===== src/rtl/mat_operand_feeder.sv =====
// Purpose : buffers one byte-serial frame (A then B, row-major) and streams A
//           column-major on the A port and B row-major on the B port.
// Latency : first A/B element valid 1 cycle after the final load byte.
// Backpressure: o_ld_ready is low outside LOAD, so upstream holds its bytes;
//           each stream element is held until its read strobe consumes it.
// Ports   : i_clk/i_rst_n (sync, active-low); i_ld_* load byte stream with
//           o_ld_ready; o_a_num*/i_a_read and o_b_num*/i_b_read element
//           streams; o_busy (STREAM), o_frame_done (1-cycle pulse),
//           o_ld_err (sticky framing error).
// Option  : define MAT_FEEDER_REPLAY_EN to add i_replay, which re-streams the
//           stored matrices at completion instead of returning to LOAD.
module mat_operand_feeder #(
    parameter int DATA_W = 8,
    parameter int DIM    = 3
) (
    input  logic              i_clk,
    input  logic              i_rst_n,
    input  logic [DATA_W-1:0] i_ld_data,
    input  logic              i_ld_valid,
    input  logic              i_ld_last,
    output logic              o_ld_ready,
    output logic [DATA_W-1:0] o_a_num,
    output logic              o_a_num_valid,
    input  logic              i_a_read,
    output logic [DATA_W-1:0] o_b_num,
    output logic              o_b_num_valid,
    input  logic              i_b_read,
`ifdef MAT_FEEDER_REPLAY_EN
    input  logic              i_replay,
`endif
    output logic              o_busy,
    output logic              o_frame_done,
    output logic              o_ld_err
);

    localparam int N  = DIM * DIM;
    localparam int CW = $clog2(2 * N);
    localparam int IW = $clog2(N + 1);
    localparam int AW = $clog2(2 * N);

    localparam logic [CW-1:0] LD_FINAL = CW'(2 * N - 1);
    localparam logic [IW-1:0] IDX_END  = IW'(N);

    typedef enum logic {
        S_LOAD   = 1'b0,
        S_STREAM = 1'b1
    } state_t;

    state_t            r_state;
    state_t            w_state_nxt;

    logic [DATA_W-1:0] r_mem [0:2*N-1];
    logic [CW-1:0]     r_ld_cnt;
    logic [IW-1:0]     r_ai;
    logic [IW-1:0]     r_bi;
    logic              r_ld_err;
    logic              r_frame_done;

    logic              w_ld_xfer;
    logic              w_ld_final;
    logic              w_a_xfer;
    logic              w_b_xfer;
    logic [IW-1:0]     w_ai_nxt;
    logic [IW-1:0]     w_bi_nxt;
    logic              w_complete;
    logic              w_replay;
    logic [AW-1:0]     w_a_addr;
    logic [AW-1:0]     w_b_addr;

`ifdef MAT_FEEDER_REPLAY_EN
    assign w_replay = i_replay;
`else
    assign w_replay = 1'b0;
`endif

    // Handshakes
    assign o_ld_ready    = (r_state == S_LOAD);
    assign o_busy        = (r_state == S_STREAM);
    assign o_a_num_valid = (r_state == S_STREAM) && (r_ai != IDX_END);
    assign o_b_num_valid = (r_state == S_STREAM) && (r_bi != IDX_END);

    assign w_ld_xfer  = i_ld_valid && o_ld_ready;
    assign w_ld_final = (r_ld_cnt == LD_FINAL);
    assign w_a_xfer   = i_a_read && o_a_num_valid;
    assign w_b_xfer   = i_b_read && o_b_num_valid;
    assign w_ai_nxt   = r_ai + {{(IW-1){1'b0}}, w_a_xfer};
    assign w_bi_nxt   = r_bi + {{(IW-1){1'b0}}, w_b_xfer};

    // Completes on whichever transfer (or simultaneous pair) drains the last
    // outstanding element of both streams.
    assign w_complete = (r_state == S_STREAM) && (w_a_xfer || w_b_xfer) &&
                        (w_ai_nxt == IDX_END) && (w_bi_nxt == IDX_END);

    // Storage is laid out in load order: A row-major at 0..N-1, B at N..2N-1.
    // A is read column-major, so its index is transposed into the address.
    // The modulo keeps the address in range once an index has reached N.
    always_comb begin
        w_a_addr = AW'(((int'(r_ai) % N) % DIM) * DIM + (int'(r_ai) % N) / DIM);
        w_b_addr = AW'(N + (int'(r_bi) % N));
    end

    assign o_a_num = r_mem[w_a_addr];
    assign o_b_num = r_mem[w_b_addr];

    assign o_frame_done = r_frame_done;
    assign o_ld_err     = r_ld_err;

    // FSM state register
    always_ff @(posedge i_clk) begin
        if (!i_rst_n) begin
            r_state <= S_LOAD;
        end else begin
            r_state <= w_state_nxt;
        end
    end

    // FSM next state
    always_comb begin
        w_state_nxt = r_state;
        case (r_state)
            S_LOAD: begin
                if (w_ld_xfer && w_ld_final) begin
                    w_state_nxt = S_STREAM;
                end
            end
            S_STREAM: begin
                if (w_complete && !w_replay) begin
                    w_state_nxt = S_LOAD;
                end
            end
            default: w_state_nxt = S_LOAD;
        endcase
    end

    // Element storage has no reset; contents are only read after a full load.
    always_ff @(posedge i_clk) begin
        if (i_rst_n && w_ld_xfer) begin
            r_mem[r_ld_cnt] <= i_ld_data;
        end
    end

    // Counters and status flags
    always_ff @(posedge i_clk) begin
        if (!i_rst_n) begin
            r_ld_cnt     <= '0;
            r_ai         <= '0;
            r_bi         <= '0;
            r_ld_err     <= 1'b0;
            r_frame_done <= 1'b0;
        end else begin
            r_frame_done <= w_complete;

            if (w_ld_xfer) begin
                if (w_ld_final) begin
                    // Frame is accepted even when the last flag is missing.
                    r_ld_cnt <= '0;
                    if (!i_ld_last) begin
                        r_ld_err <= 1'b1;
                    end
                end else if (i_ld_last) begin
                    // Short frame: discard what was collected and restart.
                    r_ld_cnt <= '0;
                    r_ld_err <= 1'b1;
                end else begin
                    r_ld_cnt <= r_ld_cnt + 1'b1;
                end
            end

            if (w_complete) begin
                r_ai <= '0;
                r_bi <= '0;
            end else begin
                r_ai <= w_ai_nxt;
                r_bi <= w_bi_nxt;
            end
        end
    end

endmodule


===== config.mk =====
export PLATFORM = sky130hd
export DESIGN_NAME = mat_operand_feeder
export DESIGN_NICKNAME = d
export VERILOG_FILES = /design/src/rtl/mat_operand_feeder.sv
export SDC_FILE = /design/constraint.sdc
export NUM_CORES = 1
export LEC_CHECK = 0
export CAP_MARGIN = 25
export CORE_MARGIN = 4
export CORE_UTILIZATION = 28
export DETAILED_ROUTE_END_ITERATION = 6
export MAX_ROUTING_LAYER = met4
export SLEW_MARGIN = 25
export SYNTH_ARGS = -nofsm -noshare
export SYNTH_HDL_FRONTEND = slang
export SYNTH_SLANG_ARGS = --single-unit

===== constraint.sdc =====
create_clock -name i_clk -period 19.4 [get_ports i_clk]
set_clock_uncertainty 0.15 [all_clocks]
set_input_delay 4.85 -clock i_clk [delete_from_list [all_inputs] [get_ports i_clk]]
set_output_delay 4.85 -clock i_clk [all_outputs]
set_load 0.02 [all_outputs]

==> results of run 1 <==
flip-flops by register name, summed over array words and instances, names as in the netlist:
signal and cells:
r_bi 4, o_frame_done 1, o_busy 1, r_mem 144, o_ld_err 1, r_ai 4
r_ld_cnt 5
where the power goes:
part	leakage, nW	total (mW)	switching [mW]	internal (mW)
logic	2.19	0.0203	0.0120	0.00832
registers	1.43	0.378	0.00106	0.377
clock network	0.293	0.333	0.158	0.175
total	3.91	0.732	0.171	0.560
routing by layer:
layer | vias up | share of wire [%] | global-route usage [%]
met5 | - | 0 | -
met4 | 0 | 1.1 | 2.701
met3 | 22 | 4.2 | 1.879
met2 | 152 | 49 | 18.80
met1 | 3121 | 46 | 16.51
li1 | 2882 | - | -
critical path: cells and delay by family (launching register included):
family	cells	cell delay, ps
adders and majority gates	8	2640
DFF	1	400
AOI/OAI and AO/OA	10	3270
xor gates and xnor gates	6	1610
buffers and inverters	9	2250
muxes	1	220
and+or+nand+nor	9	1810
area by class of cell:
type | instances | share of cell area [%]
inverter | 44 | 1.511
multi-input combinational | 484 | 42.36
tap | 448 | 5.053
clock inverter | 15 | 1.669
sequential | 160 | 41.87
clock buffer | 17 | 3.835
timing repair buffer | 43 | 3.700
per-stage QoR:
step	cells	cell area (sq um)	worst slack, ps
6_report	1211	11090	1761
5_1_grt	1211	11090	633.5
4_1_cts	1211	11080	1469
3_5_place_dp	1179	10470	1983
3_3_place_gp	1179	10470	2189
2_1_floorplan	723	9618	4891
final timing paths:
path	start	end	slack (ps)	depth (start not counted)
max	r_ai[0]	o_a_num[4]	1760	43
min	o_ld_err	o_ld_err	350	2
max reg2reg	r_ai[3]	o_busy	16600	11
min reg2reg	o_ld_err	o_ld_err	350	2
cells in the final DEF, fill, tap and decap left out, types with 3 or more instances in the layout:
master	instances
edfxtp_1	144
mux4_2	80
nor2_1	59
nand2_1	49
mux2i_1	44
inv_1	41
clkdlybuf4s50_1	35
a21oi_1	25
ha_1	25
clkbuf_16	17
dfxtp_1	16
xnor2_1	15
nand3_1	14
nor3_1	12
and3_1	11
o21ai_0	10
nor2b_1	10
and2_1	9
o22ai_1	9
xor2_1	9
a221oi_1	8
buf_4	8
nand2b_1	7
clkinv_8	6
nand4_1	4
inv_6	4
inv_8	4
a21o_1	3
nand2_2	3
o21ai_1	3
nor4_1	3
a31oi_1	3
o211ai_1	3
a21boi_0	3
nand3b_1	3
fa_1	3
cells by family after synthesis:
group,Yosys count,synth area share (%)
AOI/OAI and AO/OA,101,7.844
xor gates and xnor gates,27,2.459
adders and majority gates,30,4.137
buffers and inverters,79,3.317
DFF,160,48.29
muxes,129,23.96
and+or+nand+nor,197,9.991
==> results by group, run 1 <==
Synthesis
  • YS warnings: 0
  • Post-Synthesis Cells: 723
  • Register area share after synthesis: between 40% and 50%
  • Post-synthesis register bit count: 160
  • Syn Nets: around 770
  • Synth unique cells: 78
  • Count leader, synth: edfxtp_1
  • Leading area contributor after synthesis: edfxtp_1
  • Synth top area cells: edfxtp_1, mux4_2, mux2i_1, ha_1, dfxtp_1
  • Post-Syn Area: just under 10000 sq um
  • Area share of the largest cell type after synthesis: 44.96%
  • Asr flop ratio synth: 0%
  • Syn avg cell area: between 10 and 15 sq um
  • EDFF count, synth: 144
  • Most frequent cells after synthesis: edfxtp_1, mux4_2, nor2_1, nand2_1, mux2i_1
  • Ys flop type: edfxtp_1

Timing
  • # setup viols final: 0
  • Worst slew margin: between 30% and 40%
  • Final Hold Viols: 0
  • Hold Worst Slack: 352.1 ps
  • Minimum clock period: about 18000 ps
  • Worst slew pin tran: 949.6 ps
  • Peak Freq: between 50 and 60 MHz
  • TNS Setup: 0 ps
  • RSZ-0062 raised after global routing: false
  • Crit share post-route: between 90% and 100%
  • Final slew viol count: 0

Layout
  • Nets: about 800
  • Seq. cell area: 4644 sq um
  • Antenna diodes: 0
  • Multi-input gate area: 4700 sq um
  • Fill cells: approximately 3300
  • Fin util: 32.92%
  • Area Growth Syn to Fin: 15.34%
  • Share of cells above drive strength 1: between 10% and 20%

GRT
  • Initial antenna violation count: 0
  • Gr usage total: 11.96%
  • Total grt overflow: 0
  • First-pass GRT wire length: 34.82 mm
  • Largest net degree at the start of global routing: between 40 and 50
  • Vias in the first global route: approximately 6100

Detailed routing
  • First DRT Iteration DRCs: 625
  • DRC: 0
  • Avg WL per Cell: 17.97 um
  • Vias after detailed routing: 6177
  • Drt first pass iters: 5
  • Vias per cell: 5.101
  • ANT nets after route: 0
  • Drt total wl: 21.77 mm

Pwr
  • Power Density: 65.95 nW/um^2
  • Overall power: 0.7316 mW
  • Pleak: about 3.9 nW
  • Worst vdd ir: around 0.000052 V

Floorplan
  • Row count: 67
  • Initial Util: 28.54%
  • Die width: between 150 and 200 um
  • Die height: 193.3 um
  • Die ar.: around 37000 sq um
  • CORE AREA: 33700 sq um
  • I/O Pins: 36

Hold path
  • Hold Crit Class: reg -> reg

Setup path
  • Critical path required time: 14400 ps
  • Most numerous cell on the critical path: ha_1
  • Worst setup SP type: flop
  • Worst path max stage delay: roughly 700 ps
  • Worst setup EP type: output port
  • Slowest CP cell: a211oi_4
  • Worst EP arrival: 12640 ps
  • CP Max Fanout: 43
  • Type of the worst setup path: reg -> out

Clock network
  • Number of post-CTS setup repair buffers: 0
  • Worst skew pair latency: 420 ps
  • Number of buffers created by CTS: 17
  • Cells resized by post-CTS repair: 0
  • Root Buffer Master: clkbuf_16
  • CTS tree: yes
  • CTS sink cnt: 160
  • Hold Buf Count CTS: 0
  • H-Tree Depth: 4
  • Clock slew seen by the registers of the worst setup and hold paths: about 70 ps
  • CTS Buffer Depth: 2

Outcome
  • Status: completed

Job
  • Max-cap violations: 0

Place
  • Final GP Congestion: 0.7860
  • Dpl hpwl: 15.82 mm
  • IO Port Bufs: 35
(Power assumes the default switching activity.)
==> run 2: changes to the inputs <==
- CORE_MARGIN: 4 -> 2
- clock period: 19.4 -> 21.6 ns (I/O delays scaled with it)
==> run 2 against run 1 <==
  * Sequential power is 10% lower
  * Largest cell class unchanged
  * Combinational power is 9.9% lower
  * Routed wire length is 0.49% lower
  * Count of clock-buffer cells in the layout is 2 higher
  * Sequential share of layout area is 0.19 points higher
  * Largest power group unchanged
==> results by group, run 2 (synthesis results as in run 1) <==
Outcome
  • Status: completed

Place
  • Dpl cell area: 10480 sq um
  • Dpl hpwl: 15.51 mm
  • IO Port Bufs: 35
  • Final GP Congestion: 0.8054

Detailed routing
  • Vias per cell: around 5
  • Vias after detailed routing: 6071
  • ANT nets after route: 0
  • DRC: 0
  • Drt total wl: around 22 mm
  • Avg WL per Cell: between 15 and 20 um
  • Drt first pass iters: 5
  • First DRT Iteration DRCs: between 400 and 500

Clock network
  • Cells resized by post-CTS repair: 0
  • Clock slew seen by the registers of the worst setup and hold paths: about 70 ps
  • Worst skew pair latency: 420 ps
  • CTS Buffer Depth: 2
  • H-Tree Depth: 4
  • Number of buffers created by CTS: 17
  • CTS sink cnt: between 150 and 200
  • CTS tree: yes
  • Root Buffer Master: clkbuf_16
  • Hold Buf Count CTS: 0
  • Number of post-CTS setup repair buffers: 0

GRT
  • Initial antenna violation count: 0
  • Vias in the first global route: 6133
  • First-pass GRT wire length: 34.42 mm
  • Gr usage total: 12.76%
  • Largest net degree at the start of global routing: 44
  • Total grt overflow: 0

Timing
  • TNS Setup: 0 ps
  • Final slew viol count: 0
  • Worst slew pin tran: ~960 ps
  • # setup viols final: 0
  • Final Hold Viols: 0
  • Minimum clock period: between 15000 and 20000 ps
  • Worst slew margin: 35.90%
  • Crit share post-route: 84.06%
  • Peak Freq: 55.07 MHz
  • Hold Worst Slack: approximately 360 ps
  • RSZ-0062 raised after global routing: false

Setup path
  • Worst setup EP type: output port
  • Worst EP arrival: 12610 ps
  • R2R cell count: 11
  • Most numerous cell on the critical path: ha_1
  • Worst setup SP type: flop
  • CP Max Fanout: 43
  • Type of the worst setup path: reg -> out
  • Slowest CP cell: a211oi_4
  • Worst path max stage delay: roughly 690 ps
  • Critical path required time: between 15000 and 20000 ps

Pwr
  • Overall power: 0.6417 mW
  • Int Power: between 0.4 and 0.5 mW
  • Seq pwr share: 52.9%
  • Power Density: between 50 and 60 nW/um^2
  • Clock power share: 44.2%
  • Psw: 0.1438 mW
  • Worst vdd ir: ~0.000048 V
  • Pleak: roughly 3.9 nW
  • Switch share: between 20% and 30%
  • Comb pwr share: between 2 and 3%

Layout
  • Fin util: 32.77%
  • Largest registers: r_mem: 144 flops, r_ld_cnt: 5 flops
  • Area Growth Syn to Fin: 14.80%
  • Number of flip-flops in the largest register: 144
  • Share of cells above drive strength 1: 19.50%
  • Commonest non-fill, non-tap cell in the layout: edfxtp_1
  • Largest Register: r_mem
  • Fill cells: 3296
  • Design area: approximately 11000 sq um
  • Leading cell types in the layout, fill and taps excluded: edfxtp_1, mux4_2, nor2_1
  • Antenna diodes: 0
  • Nets: between 700 and 800

Hold path
  • Hold Crit Class: reg -> reg
  • Hold path cells: 2

Floorplan
  • Die height: ~190 um
  • Die ar.: 35850 sq um
  • Die width: 189.3 um
  • Row count: between 60 and 70
  • CORE AREA: 33700 sq um
  • I/O Pins: 36
  • Initial Util: 28.54%

Job
  • Max-cap violations: 0
-- run 2: path summary, 6_finish.rpt --
check,startpoint,end,slack (ps)
min,o_ld_err,o_ld_err,360
max,r_ai[0],o_a_num[4],3440
min reg2reg,o_ld_err,o_ld_err,360
max reg2reg,r_ai[3],o_busy,18800
-- run 2: worst max-delay path: cells and delay by family (launching register included) --
kind	cells	cell delay, ps
buf+inv	9	2270
xor+xnor	6	1590
mux	1	210
simple gates	9	1800
flops	1	400
fa+ha+maj	8	2620
compound gates	10	3250
-- run 2: power by group through the flow --
stage                     combinational, mW  clock (mW)  sequential [mW]
final                                0.0183       0.284            0.340
after global routing                 0.0201       0.302            0.340
after CTS                            0.0185       0.289            0.340
after detailed placement             0.0184           0            0.346
after global placement               0.0180           0            0.346
after floorplan                     0.00817           0            0.346
-- run 2: cell type report --
type	instances	area [sq um]	share of cell area, %
tap	448	560.5	5.077
timing repair buffer	44	417.9	3.785
multi-input combinational	484	4697	42.54
inverter	44	167.7	1.518
sequential	160	4644	42.06
clock inverter	13	121.4	1.099
clock buffer	19	432.9	3.921
-- run 2: metrics by stage --
step / std cells / setup WS (ps)
floorplan: 723 / 6541
global placement: 1179 / 3890
detailed placement: 1180 / 3590
CTS: 1212 / 3121
global route: 1212 / 2253
finish: 1212 / 3443
-- run 2: routing by layer --
metal | global-route usage, % | wire length, um
met2 | 21.08 | 10650
met4 | 2.504 | 175
met1 | 16.53 | 9910
met5 | - | 0
met3 | 2.335 | 923
==> run 3: changes to the inputs <==
- clock period: 21.6 -> 16.8 ns (I/O delays scaled with it)
==> run 3 against run 2 <==
  * Core utilization grew 0.19 points
  * Via count shrank 0.30%
  * Cell area grew 0.59%
  * Setup slack lost 2300 ps
  * Non-clock buffer count is the same
  * Worst hold slack lost 7.0 ps
  * First-iteration DRC count shrank 0.45%
  * Cell count is the same
  * Combinational power grew 28%
  * Count of clock-buffer cells in the layout shrank 2
  * Critical path depth is the same
  * Largest cell class unchanged
  * Largest power group unchanged
==> results by group, run 3 (synthesis results as in run 1) <==
GRT
  • Total grt overflow: 0
  • Gr usage total: 12.49%
  • Initial antenna violation count: 0
  • Largest net degree at the start of global routing: 43
  • First-pass GRT wire length: 33.35 mm
  • Vias in the first global route: around 5900

Setup path
  • CP Max Fanout: 24
  • Slowest CP cell: a211oi_4
  • Most numerous cell on the critical path: ha_1
  • Worst path max stage delay: 690 ps
  • Critical path required time: 12450 ps
  • Worst setup SP type: flop
  • Critical Path Start: r_ai[0]
  • FF-to-FF setup slack: between 10000 and 15000 ps
  • CP endpoint: o_a_num[4]
  • Worst EP arrival: 11310 ps
  • Worst setup EP type: output port
  • Type of the worst setup path: reg -> out
  • Crit Reg-Reg Startpoint: r_ai[0]
  • FF-to-FF End: o_busy
  • R2R cell count: 10

Layout
  • Nets: 795
  • Fin util: 32.96%
  • Fill cells: 3291
  • Share of cells above drive strength 1: 20.03%
  • Antenna diodes: 0
  • Leading cell types in the layout, fill and taps excluded: edfxtp_1, mux4_2, nor2_1
  • Number of flip-flops in the largest register: 144
  • Finished Layout Cells: 1212
  • Largest Register: r_mem
  • Commonest non-fill, non-tap cell in the layout: edfxtp_1
  • Largest registers: r_mem: 144 flops, r_ld_cnt: 5 flops
  • Area Growth Syn to Fin: 15.48%

Floorplan
  • Die width: approximately 190 um
  • Row count: 67
  • Die height: 189.3 um
  • Die ar.: 35850 sq um
  • CORE AREA: roughly 34000 sq um
  • I/O Pins: 36
  • Initial Util: 28.54%

Clock network
  • CTS tree: yes
  • Hold Buf Count CTS: 0
  • Number of post-CTS setup repair buffers: 0
  • CTS sink cnt: 160
  • Cells resized by post-CTS repair: 0
  • Root Buffer Master: clkbuf_16
  • H-Tree Depth: 4
  • CTS Buffer Depth: 2
  • Number of buffers created by CTS: 17
  • Worst skew pair latency: 420 ps
  • Clock slew seen by the registers of the worst setup and hold paths: about 70 ps

Pwr
  • Overall power: 0.8676 mW
  • Power Density: 78.12 nW/um^2
  • Pleak: a little under 4 nW
  • Worst vdd ir: 0.00007182 V

Detailed routing
  • Vias after detailed routing: 6053
  • Vias per cell: around 5
  • First DRT Iteration DRCs: 446
  • ANT nets after route: 0
  • DRC: 0
  • Drt total wl: 21.28 mm
  • Avg WL per Cell: 17.56 um
  • Drt first pass iters: 4

Timing
  • RSZ-0062 raised after global routing: false
  • Final slew viol count: 0
  • # setup viols final: 0
  • Worst slew margin: 34.08%
  • Minimum clock period: 15660 ps
  • Final Hold Viols: 0
  • Worst slew pin tran: 981.8 ps
  • Crit share post-route: 93.23%
  • TNS Setup: 0 ps
  • Hold Worst Slack: 351.3 ps
  • Peak Freq: 63.85 MHz

Place
  • Dpl hpwl: approximately 15 mm
  • Final GP Congestion: 0.7790
  • Placed Cells: 1180
  • IO Port Bufs: 35

Hold path
  • Hold Crit Class: reg -> reg

Outcome
  • Status: completed

Job
  • Max-cap violations: 0
## run 3: worst min-delay path by stage
stage                           start           to  slack (ps)  cells after the start
after floorplan           r_ld_cnt[1]  r_ld_cnt[3]         400                      3
after global placement       o_ld_err     o_ld_err         330                      2
after detailed placement     o_ld_err     o_ld_err         330                      2
after CTS                    o_ld_err     o_ld_err         360                      2
after global routing         o_ld_err     o_ld_err         390                      2
final                        o_ld_err     o_ld_err         350                      2
## run 3: cell type report
class | count | area (sq um) | share of cell area, %
multi-input cells | 484 | 4691 | 42.23
flip-flops and latches | 160 | 4644 | 41.82
well taps | 448 | 560.5 | 5.047
clock buffers | 17 | 425.4 | 3.830
repair buffers | 44 | 417.9 | 3.763
clock inverters | 15 | 200.2 | 1.802
inverters | 44 | 167.7 | 1.510
## run 3: layer usage
| layer | GRT usage [%] | up-vias | share of wire, % |
|---|---|---|---|
| met2 | 19.86 | 118 | 49 |
| met1 | 16.56 | 3054 | 47 |
| met4 | 2.803 | 0 | 0.65 |
| met5 | - | - | 0 |
| met3 | 2.465 | 7 | 4.1 |
| li1 | - | 2874 | - |
## run 3: stage by stage
step,instance area (sq um),worst slack (ps)
after floorplan,9618,2941
after global placement,10480,1772
after detailed placement,10480,1577
after CTS,11100,1081
after global routing,11110,173.5
final,11110,1137
## run 3: power by group
part | total [mW] | switching, mW | internal, mW
clock | 0.408 | 0.169 | 0.239
sequential | 0.437 | 0.00119 | 0.435
combinational | 0.0234 | 0.0138 | 0.00963
total | 0.868 | 0.184 | 0.684
## run 3: worst max-delay path, delay by kind of cell, from the launching register on
family | cells | cell delay (ps)
AO/OA/AOI/OAI | 10 | 3200
adder cells (fa/ha/maj) | 8 | 2550
AND/OR/NAND/NOR | 9 | 1730
buffers and inverters | 9 | 1700
XOR/XNOR | 6 | 1090
flip-flops | 1 | 390
multiplexers | 1 | 220
